**src/rtl/pwm_pkg.sv**
```systemverilog
// pwm_pkg: shared widths, constants and the PWM level compare for the PWM peripheral.
package pwm_pkg;
   localparam int PWM_WIDTH = 8;
   localparam logic [PWM_WIDTH-1:0] DUTY_FULL = 8'hFF;
   localparam int PWM_CHANNELS = 16;
   // 0xFF is special-cased to 100% so the top code is never a one-count low glitch
   function automatic logic pwm_level(input logic [PWM_WIDTH-1:0] cnt, input logic [PWM_WIDTH-1:0] duty);
      return (duty == DUTY_FULL) || (cnt < duty);
   endfunction
endpackage

```
**src/rtl/pwm_peripheral_if.sv**
```systemverilog
// pwm_peripheral_if: SPI-written control registers, level signals with no handshake.
interface pwm_peripheral_if;
   import pwm_pkg::*;
   logic [PWM_WIDTH-1:0] en_reg_out_7_0;
   logic [PWM_WIDTH-1:0] en_reg_out_15_8;
   logic [PWM_WIDTH-1:0] en_reg_pwm_7_0;
   logic [PWM_WIDTH-1:0] en_reg_pwm_15_8;
   logic [PWM_WIDTH-1:0] pwm_duty_cycle;
   modport master (output en_reg_out_7_0, en_reg_out_15_8, en_reg_pwm_7_0, en_reg_pwm_15_8, pwm_duty_cycle);
   modport slave (input en_reg_out_7_0, en_reg_out_15_8, en_reg_pwm_7_0, en_reg_pwm_15_8, pwm_duty_cycle);
endinterface

```
**src/rtl/pwm_timebase.sv**
```systemverilog
// pwm_timebase: clock prescaler feeding the free-running 8-bit PWM counter.
module pwm_timebase import pwm_pkg::*; #(
   parameter int PRESCALE = 13
) (
   input  logic                 clk,
   input  logic                 rst_n,
   output logic                 tick,
   output logic [PWM_WIDTH-1:0] pwm_cnt,
   output logic                 period_last
);
   localparam int PW = $clog2(PRESCALE) + 1;
   logic [PW-1:0] pre_cnt;
   assign tick = pre_cnt == PW'(PRESCALE - 1);
   assign period_last = tick && (pwm_cnt == '1);
   always_ff @(posedge clk or negedge rst_n) begin
      if (!rst_n) begin
         pre_cnt <= '0;
         pwm_cnt <= '0;
      end else begin
         pre_cnt <= tick ? '0 : pre_cnt + 1'b1;
         pwm_cnt <= pwm_cnt + PWM_WIDTH'(tick);
      end
   end
endmodule

```
**src/rtl/pwm_peripheral.sv**
```systemverilog
// pwm_peripheral: drives 16 outputs static-low, static-high or from one shared
// double-buffered PWM waveform selected by the SPI control registers.
module pwm_peripheral import pwm_pkg::*; #(
   parameter int PRESCALE = 13
) (
   input  logic                    clk,
   input  logic                    rst_n,
   pwm_peripheral_if.slave         regs,
   output logic [PWM_CHANNELS-1:0] out,
   output logic                    period_start
);
   logic                    tick;
   logic                    period_last;
   logic                    reload;
   logic                    level;
   logic [PWM_WIDTH-1:0]    pwm_cnt;
   logic [PWM_WIDTH-1:0]    duty_active;
   logic [PWM_CHANNELS-1:0] en_out;
   logic [PWM_CHANNELS-1:0] en_pwm;
   pwm_timebase #(.PRESCALE(PRESCALE)) u_timebase (
      .clk         (clk),
      .rst_n       (rst_n),
      .tick        (tick),
      .pwm_cnt     (pwm_cnt),
      .period_last (period_last)
   );
   assign reload = tick && period_last;
   assign en_out = {regs.en_reg_out_15_8, regs.en_reg_out_7_0};
   assign en_pwm = {regs.en_reg_pwm_15_8, regs.en_reg_pwm_7_0};
   assign level = pwm_level(pwm_cnt, duty_active);
   // duty is shadowed and only reloaded as the counter wraps, keeping each period glitch-free
   always_ff @(posedge clk or negedge rst_n) begin
      if (!rst_n) begin
         duty_active  <= '0;
         period_start <= 1'b0;
         out          <= '0;
      end else begin
         duty_active  <= reload ? regs.pwm_duty_cycle : duty_active;
         period_start <= reload;
         out          <= en_out & (~en_pwm | {PWM_CHANNELS{level}});
      end
   end
endmodule

```
**src/flat_wrapper.sv**
```systemverilog
// flat-port wrapper written by rule: the top's interface ports become plain ports
module pwm_peripheral_flat import pwm_pkg::*;
#(
   parameter int PRESCALE = 13
)
  (clk, rst_n, out, period_start, regs_en_reg_out_7_0, regs_en_reg_out_15_8, regs_en_reg_pwm_7_0, regs_en_reg_pwm_15_8, regs_pwm_duty_cycle);
  pwm_peripheral_if regs_i ();
  input  logic clk;
  input  logic rst_n;
  output logic [PWM_CHANNELS-1:0] out;
  output logic period_start;
  input wire logic [$bits(regs_i.en_reg_out_7_0)-1:0] regs_en_reg_out_7_0;
  input wire logic [$bits(regs_i.en_reg_out_15_8)-1:0] regs_en_reg_out_15_8;
  input wire logic [$bits(regs_i.en_reg_pwm_7_0)-1:0] regs_en_reg_pwm_7_0;
  input wire logic [$bits(regs_i.en_reg_pwm_15_8)-1:0] regs_en_reg_pwm_15_8;
  input wire logic [$bits(regs_i.pwm_duty_cycle)-1:0] regs_pwm_duty_cycle;
  assign regs_i.en_reg_out_7_0 = regs_en_reg_out_7_0;
  assign regs_i.en_reg_out_15_8 = regs_en_reg_out_15_8;
  assign regs_i.en_reg_pwm_7_0 = regs_en_reg_pwm_7_0;
  assign regs_i.en_reg_pwm_15_8 = regs_en_reg_pwm_15_8;
  assign regs_i.pwm_duty_cycle = regs_pwm_duty_cycle;
  pwm_peripheral #(.PRESCALE(PRESCALE)) u_core (.clk(clk), .rst_n(rst_n), .regs(regs_i), .out(out), .period_start(period_start));
endmodule
```
**config.mk**
```make
export PLATFORM = sky130hd
export DESIGN_NAME = pwm_peripheral_flat
export DESIGN_NICKNAME = d
export VERILOG_FILES = /design/src/rtl/pwm_pkg.sv /design/src/rtl/pwm_peripheral_if.sv /design/src/rtl/pwm_timebase.sv /design/src/rtl/pwm_peripheral.sv /design/src/flat_wrapper.sv
export SDC_FILE = /design/constraint.sdc
export NUM_CORES = 1
export LEC_CHECK = 0
export CORE_ASPECT_RATIO = 1.1
export CORE_MARGIN = 2
export CORE_UTILIZATION = 46
export CTS_BUF_LIST = sky130_fd_sc_hd__clkbuf_4 sky130_fd_sc_hd__clkbuf_8
export DETAILED_ROUTE_END_ITERATION = 8
export PLACE_DENSITY = 0.8
export SLEW_MARGIN = 20
export SYNTH_ARGS = -nofsm -noshare
export SYNTH_HDL_FRONTEND = slang
export SYNTH_SLANG_ARGS = --single-unit
```
**constraint.sdc**
```tcl
create_clock -name clk -period 1.9 [get_ports clk]
set_clock_uncertainty 0.15 [all_clocks]
set_input_delay 0.19 -clock clk [delete_from_list [all_inputs] [get_ports clk]]
set_output_delay 0.19 -clock clk [all_outputs]
set_load 0.03 [all_outputs]
```
Yosys cells after proc, flatten, opt, wreduce, memory -nomap -nowiden. Index checks and enable logic that the tools add are counted. W data, S select, Z words.

Equal/unequal tests: 3. Reductions and logical operators: 3. $add $sub $neg: 2. Bitwise gates (word level): 3. Mux-type cells: 1. Order comparisons: 1.

Operators by type and width (count): $and A16 B16 Y16 (1); $eq A8 B8 Y1 const B (2); $not A16 Y16 (1); $or A16 B16 Y16 (1); $add A8 B1 Y8 (1); $lt A8 B8 Y1 (1); $add A5 B1 Y5 const B (1); $eq A5 B4 Y1 const B (1); $mux W5 (1); $logic_and A1 B1 Y1 (2); $logic_or A1 B1 Y1 (1).

Bits of input ports: 42. Output and inout port bits: 17. Register bits: 38. Word-level logic and storage cells: 18.

Logic depth before layout (Yosys ltp).
Word-level depth: 4. Mapped depth: 8.

Hierarchy. From an unflattened synthesis, not the netlist that was laid out.

Cell total of the unflattened synthesis: 135. Area total of the unflattened synthesis: 1695.4 µm².

Modules (own cells, without submodules): pwm_peripheral (area each 1117.3 µm², seq. area each 625.6 µm², times used 1, cells each 87); pwm_timebase (area each 578.1 µm², seq. area each 325.3 µm², times used 1, cells each 48).

Worst setup path after synthesis. OpenSTA, ideal clock, no wires.

Path kind: reg-to-reg. Start point: register u_core.u_timebase.pwm_cnt[2]. End point: register u_core.out[10]. Cell stages (with the launch flop): 7. Setup time: 122 ps. Period minus slack after synthesis: 1790 ps. Data arrival time: 1518 ps. Slack: 110 ps. Buffers on the path: 1. Required time: 1628 ps. Path through: dfrtp_1 ha_1 o21a_1 o22ai_1 o32ai_2 buf_6 a21boi_2.

Cells in the longest elaborated chain, start to end: 4.

Ends and longest elaborated chain: start, declared (RTL line pwm_timebase.sv:8) `output logic [PWM_WIDTH-1:0] pwm_cnt,`; start signal, assigned (RTL line pwm_timebase.sv:21) `pwm_cnt <= pwm_cnt + PWM_WIDTH'(tick);`; $lt A8 B8 Y1 (RTL line pwm_pkg.sv:8) `return (duty == DUTY_FULL) || (cnt < duty);`; $logic_or A1 B1 Y1 (RTL line pwm_pkg.sv:8); $or A16 B16 Y16 (RTL line pwm_peripheral.sv:40) `out <= en_out & (~en_pwm | {PWM_CHANNELS{level}});`; $and A16 B16 Y16 (RTL line pwm_peripheral.sv:40); end signal, assigned (RTL line pwm_peripheral.sv:40); end, declared (RTL line pwm_peripheral.sv:9) `output logic [PWM_CHANNELS-1:0] out,`.

No other way between the ends. A chain may end at the register's enable or synchronous reset.

Worst setup path in the final report.
Start point: register u_core.duty_active[2]. End point: register u_core.out[7].

Cells in the longest elaborated chain, start to end: 4. Elaborated cells between the ends (all ways): 5.

Ends and longest elaborated chain: start, declared (RTL line pwm_peripheral.sv:17) `logic [PWM_WIDTH-1:0] duty_active;`; start signal, assigned (RTL line pwm_peripheral.sv:38) `duty_active <= reload ? regs.pwm_duty_cycle : duty_active;`; $lt A8 B8 Y1 or $eq A8 B8 Y1 (tied branches) (RTL line pwm_pkg.sv:8); $logic_or A1 B1 Y1 (*) (RTL line pwm_pkg.sv:8); $or A16 B16 Y16 (*) (RTL line pwm_peripheral.sv:40); $and A16 B16 Y16 (*) (RTL line pwm_peripheral.sv:40).

Mark *: on every way between the ends. The rest lies on a longest branch, timed or not.

==> results by stage <==
Power:
- The maximum resistive drop on vdd is 0.000550 V.
- The power per unit of standard cell area is around 640 nW/um^2.
- Summed over all cells, the static leakage comes to 1.12 nW.

Clock tree:
- After clock tree synthesis, the flow added hold-fix buffers numbering 0.
- The clock network latency to the later pin of the worst-skew pair is slightly below 0.3 ns.
- The setup fix buffers added after clock tree synthesis is 0.
- The number of buffers on the longest clock path is 2.
- The clock sink total is 38.
- In this run the number of H-tree levels came out at 2.
- The root cell of the clock tree is sky130_fd_sc_hd__clkbuf_8.
- The clock slew at the register clock pins of the worst setup and hold paths is 0.08 ns.
- The number of clock buffers inserted by TritonCTS is 5.
- The CTS tree is done.

Logic synthesis:
- The number of storage elements in the synthesis netlist is 38.
- When the netlist entered floorplanning its net count stood at 178.
- The register area share after synthesis is 56.6%.
- In this run the mean area of a mapped cell was approximately 13 um^2.
- The cell count after synthesis is 125.
- In this run the cell area of the synthesized design comes to 1680 um^2.
- The synthesized netlist contains 25 unique library cells.
- Yosys printed 0 warnings.

Die:
- The placeable core region is ~3600 um^2.
- Measured along the x axis, the die boundary spans 61.6 um.
- Measured along the y axis, the die boundary spans just under 70 um.
- After floorplanning, the core was divided into 23 placement rows.
- The die area is roughly 4200 um^2.
- The top-level I/O count is between 50 and 60.
- The starting utilization of the core area is roughly 47%.

Worst setup path:
- Data on the critical path is required at its endpoint by 1.93 ns.
- The worst setup path is launched from a flop.
- The endpoint kind of the worst setup timing path is a flop.
- The arrival time at the worst endpoint is 1.90 ns.
- Of all nets on the critical path, the largest fanout is 8.
- The worst setup path is of the flop to flop kind.
- The worst-case reg-to-reg path depth is 7.

GRT:
- The first global-routing pass estimated 5.51 mm of wire.
- In the global route stage, overall resource usage came out at a little under a fifth.
- The initial antenna violation count was 0.
- Entering global routing, the biggest net connects 39 pins.
- The via count of the first global-routing pass is 1,348.
- The total grt overflow is 0.

Detailed routing:
- The routed wirelength normalized by instance count is 14.6 um.
- The detail route stage leaves a number of antenna-violating nets equal to 0.
- The routed layout has 1,223 vias.
- The detailed-route DRC error count is 0.
- The DRC violation total after the first TritonRoute iteration is 22.
- Dividing the detail-routed via count by the number of cells gives 4.95.
- The first-pass detailed-route iteration total is 4.
- After detailed routing, the total wire length is 3.60 mm.

Placed design:
- The post-detailed-placement cell area is roughly 2400 um^2.
- Before CTS, the worst setup slack after placement is 0.0316 ns.
- The global placer's final weighted congestion is 0.781.
- Port buffering added 58 buffers.
- Detailed placement ended at an HPWL of 2.74 mm.
- The number of placed instances, taps included, is 238.

STA:
- Across all setup checks in the final design, the least slack found is 0.0304 ns.
- After layout, the worst path uses 98.4% of the clock period.
- Measured against its own limit, the worst slew margin works out to between 70% and 80%.
- The count of final setup violators is 0.
- The final hold violation count was 0.
- The final number of max-transition violations is 0.
- For the finished layout, the period the worst path requires is 1.87 ns.
- The transition at the pin with the smallest max-transition slack is 0.336 ns.
- The timing-limited maximum frequency is 0.535 GHz.
- Setup repair after global routing could not meet its margin everywhere.

Final layout:
- In the final design database the tool counted between 200 and 250 nets.
- The most common cell after layout, fill and taps aside is sky130_fd_sc_hd__clkdlybuf4s50_1.
- The post-route netlist has 22.8% of its cells at a drive strength greater than 1.
- The finished cells cover 2550 um^2.
- The fill cell total of the finished layout is approximately 270.
- Leaving out filler cells and counting taps, the final layout contains 247.
- The antenna cell count is 0.
- Leaving out fill and tap cells, the most frequent cells in the layout are 58 x sky130_fd_sc_hd__clkdlybuf4s50_1, 38 x sky130_fd_sc_hd__dfrtp_1, 11 x sky130_fd_sc_hd__a21boi_2.
- The area growth from synthesis to final layout is 51.7%.

Status:
- The flow ran to the end, and the final reports show no timing, DRC or antenna violations.

Worst hold path:
- The path category of the worst min-delay check is primary input to async pin.

Job:
- The number of max-capacitance violations reported is 0.
synthesized netlist by cell type, drive strengths merged:
master,instances,share of area [%]
mux2,8,5.4
inv,11,2.5
ha,11,8.2
o32ai,1,0.97
nand4,5,2.8
buf,2,0.97
xor2,3,1.6
nor3,1,0.30
a21oi,2,0.60
a21boi,16,9.4
o21a,2,0.89
nand2b,1,0.37
dfrtp,38,57
a21o,1,0.45
nand2,3,0.67
xnor2,5,2.6
and4b,1,0.60
o22ai,1,0.37
nor2,6,1.3
and3,1,0.45
nand3,5,1.5
a2111oi,1,1.6
critical path, cell delays in order, from the launching register on:
cell and delay [ns]:
sky130_fd_sc_hd__dfrtp_1 0.39, sky130_fd_sc_hd__inv_2 0.07, sky130_fd_sc_hd__ha_4 0.26, sky130_fd_sc_hd__o21a_1 0.13
sky130_fd_sc_hd__o22ai_2 0.08, sky130_fd_sc_hd__o32ai_4 0.39, sky130_fd_sc_hd__clkbuf_16 0.23, sky130_fd_sc_hd__a21boi_2 0.06
area by class of cell:
type,instances,area [um^2],share of cell area (%)
multi-input cells,74,721,28.3
inverters,11,41.3,1.62
repair buffers,66,683,26.8
flip-flops and latches,38,951,37.3
well taps,50,62.6,2.45
clock buffers,6,76.3,2.99
clock inverters,2,13.8,0.540
registers in the layout, indices dropped and copies added (netlist names):
register                   count
u_core.duty_active             8
u_core.out                    16
u_core.u_timebase.pre_cnt      5
u_core.u_timebase.pwm_cnt      8
u_core.period_start            1
where the power goes:
group	total, mW	internal [mW]	switching, mW
Clock	0.553	0.273	0.280
Combinational	0.235	0.140	0.0958
Sequential	0.847	0.835	0.0126
per-stage QoR:
step	hold WS, ns	utilization [%]	TNS, ns	power (mW)
finish	0.119	71.4	0	1.64
global route	0.136	71.4	-0.523	1.72
CTS	0.133	69.4	0	1.64
detailed placement	0.325	66.8	0	1.09
global placement	0.312	66.8	0	1.08
floorplan	-0.256	-	0	0.937
layer usage:
layer | GRT usage (%) | part of all wire (%)
met3 | 9.58 | 8.4
met5 | 0 | 0
met2 | 31.6 | 51
met4 | 7.45 | 1.5
met1 | 19.0 | 39
worst paths after layout:
path	startpoint	to	slack [ns]
hold / removal	rst_n	u_core.duty_active[5]$_DFFE_PN0P_	0.12
max in group asynchronous	rst_n	u_core.u_timebase.pre_cnt[0]$_DFF_PN0_	1.28
min in group clk	regs_en_reg_pwm_7_0[3]	u_core.out[3]$_DFF_PN0_	0.30
setup reg to reg	u_core.duty_active[2]$_DFFE_PN0P_	u_core.out[7]$_DFF_PN0_	0.03
hold reg to reg	u_core.u_timebase.pre_cnt[0]$_DFF_PN0_	u_core.u_timebase.pre_cnt[0]$_DFF_PN0_	0.35
setup / recovery	u_core.duty_active[2]$_DFFE_PN0P_	u_core.out[7]$_DFF_PN0_	0.03
what timing repair did:
item                                    CTS  global route
endpoints found under the setup margin    1            16
resized for setup                         0            15
pin swaps                                 1            13
gates cloned                              0             1
logic make-up (layout without fill, tap and decap cells):
kind of cell,after synthesis,after routing,synth area share (%)
muxes,8,8,5.36
DFF,38,38,56.6
buffers and inverters,13,85,3.42
xor gates and xnor gates,8,8,4.17
and+or+nand+nor,23,23,7.97
AOI/OAI and AO/OA,24,24,14.3
adders and majority gates,11,11,8.19
Note: power is estimated with default switching activity, not from simulation.
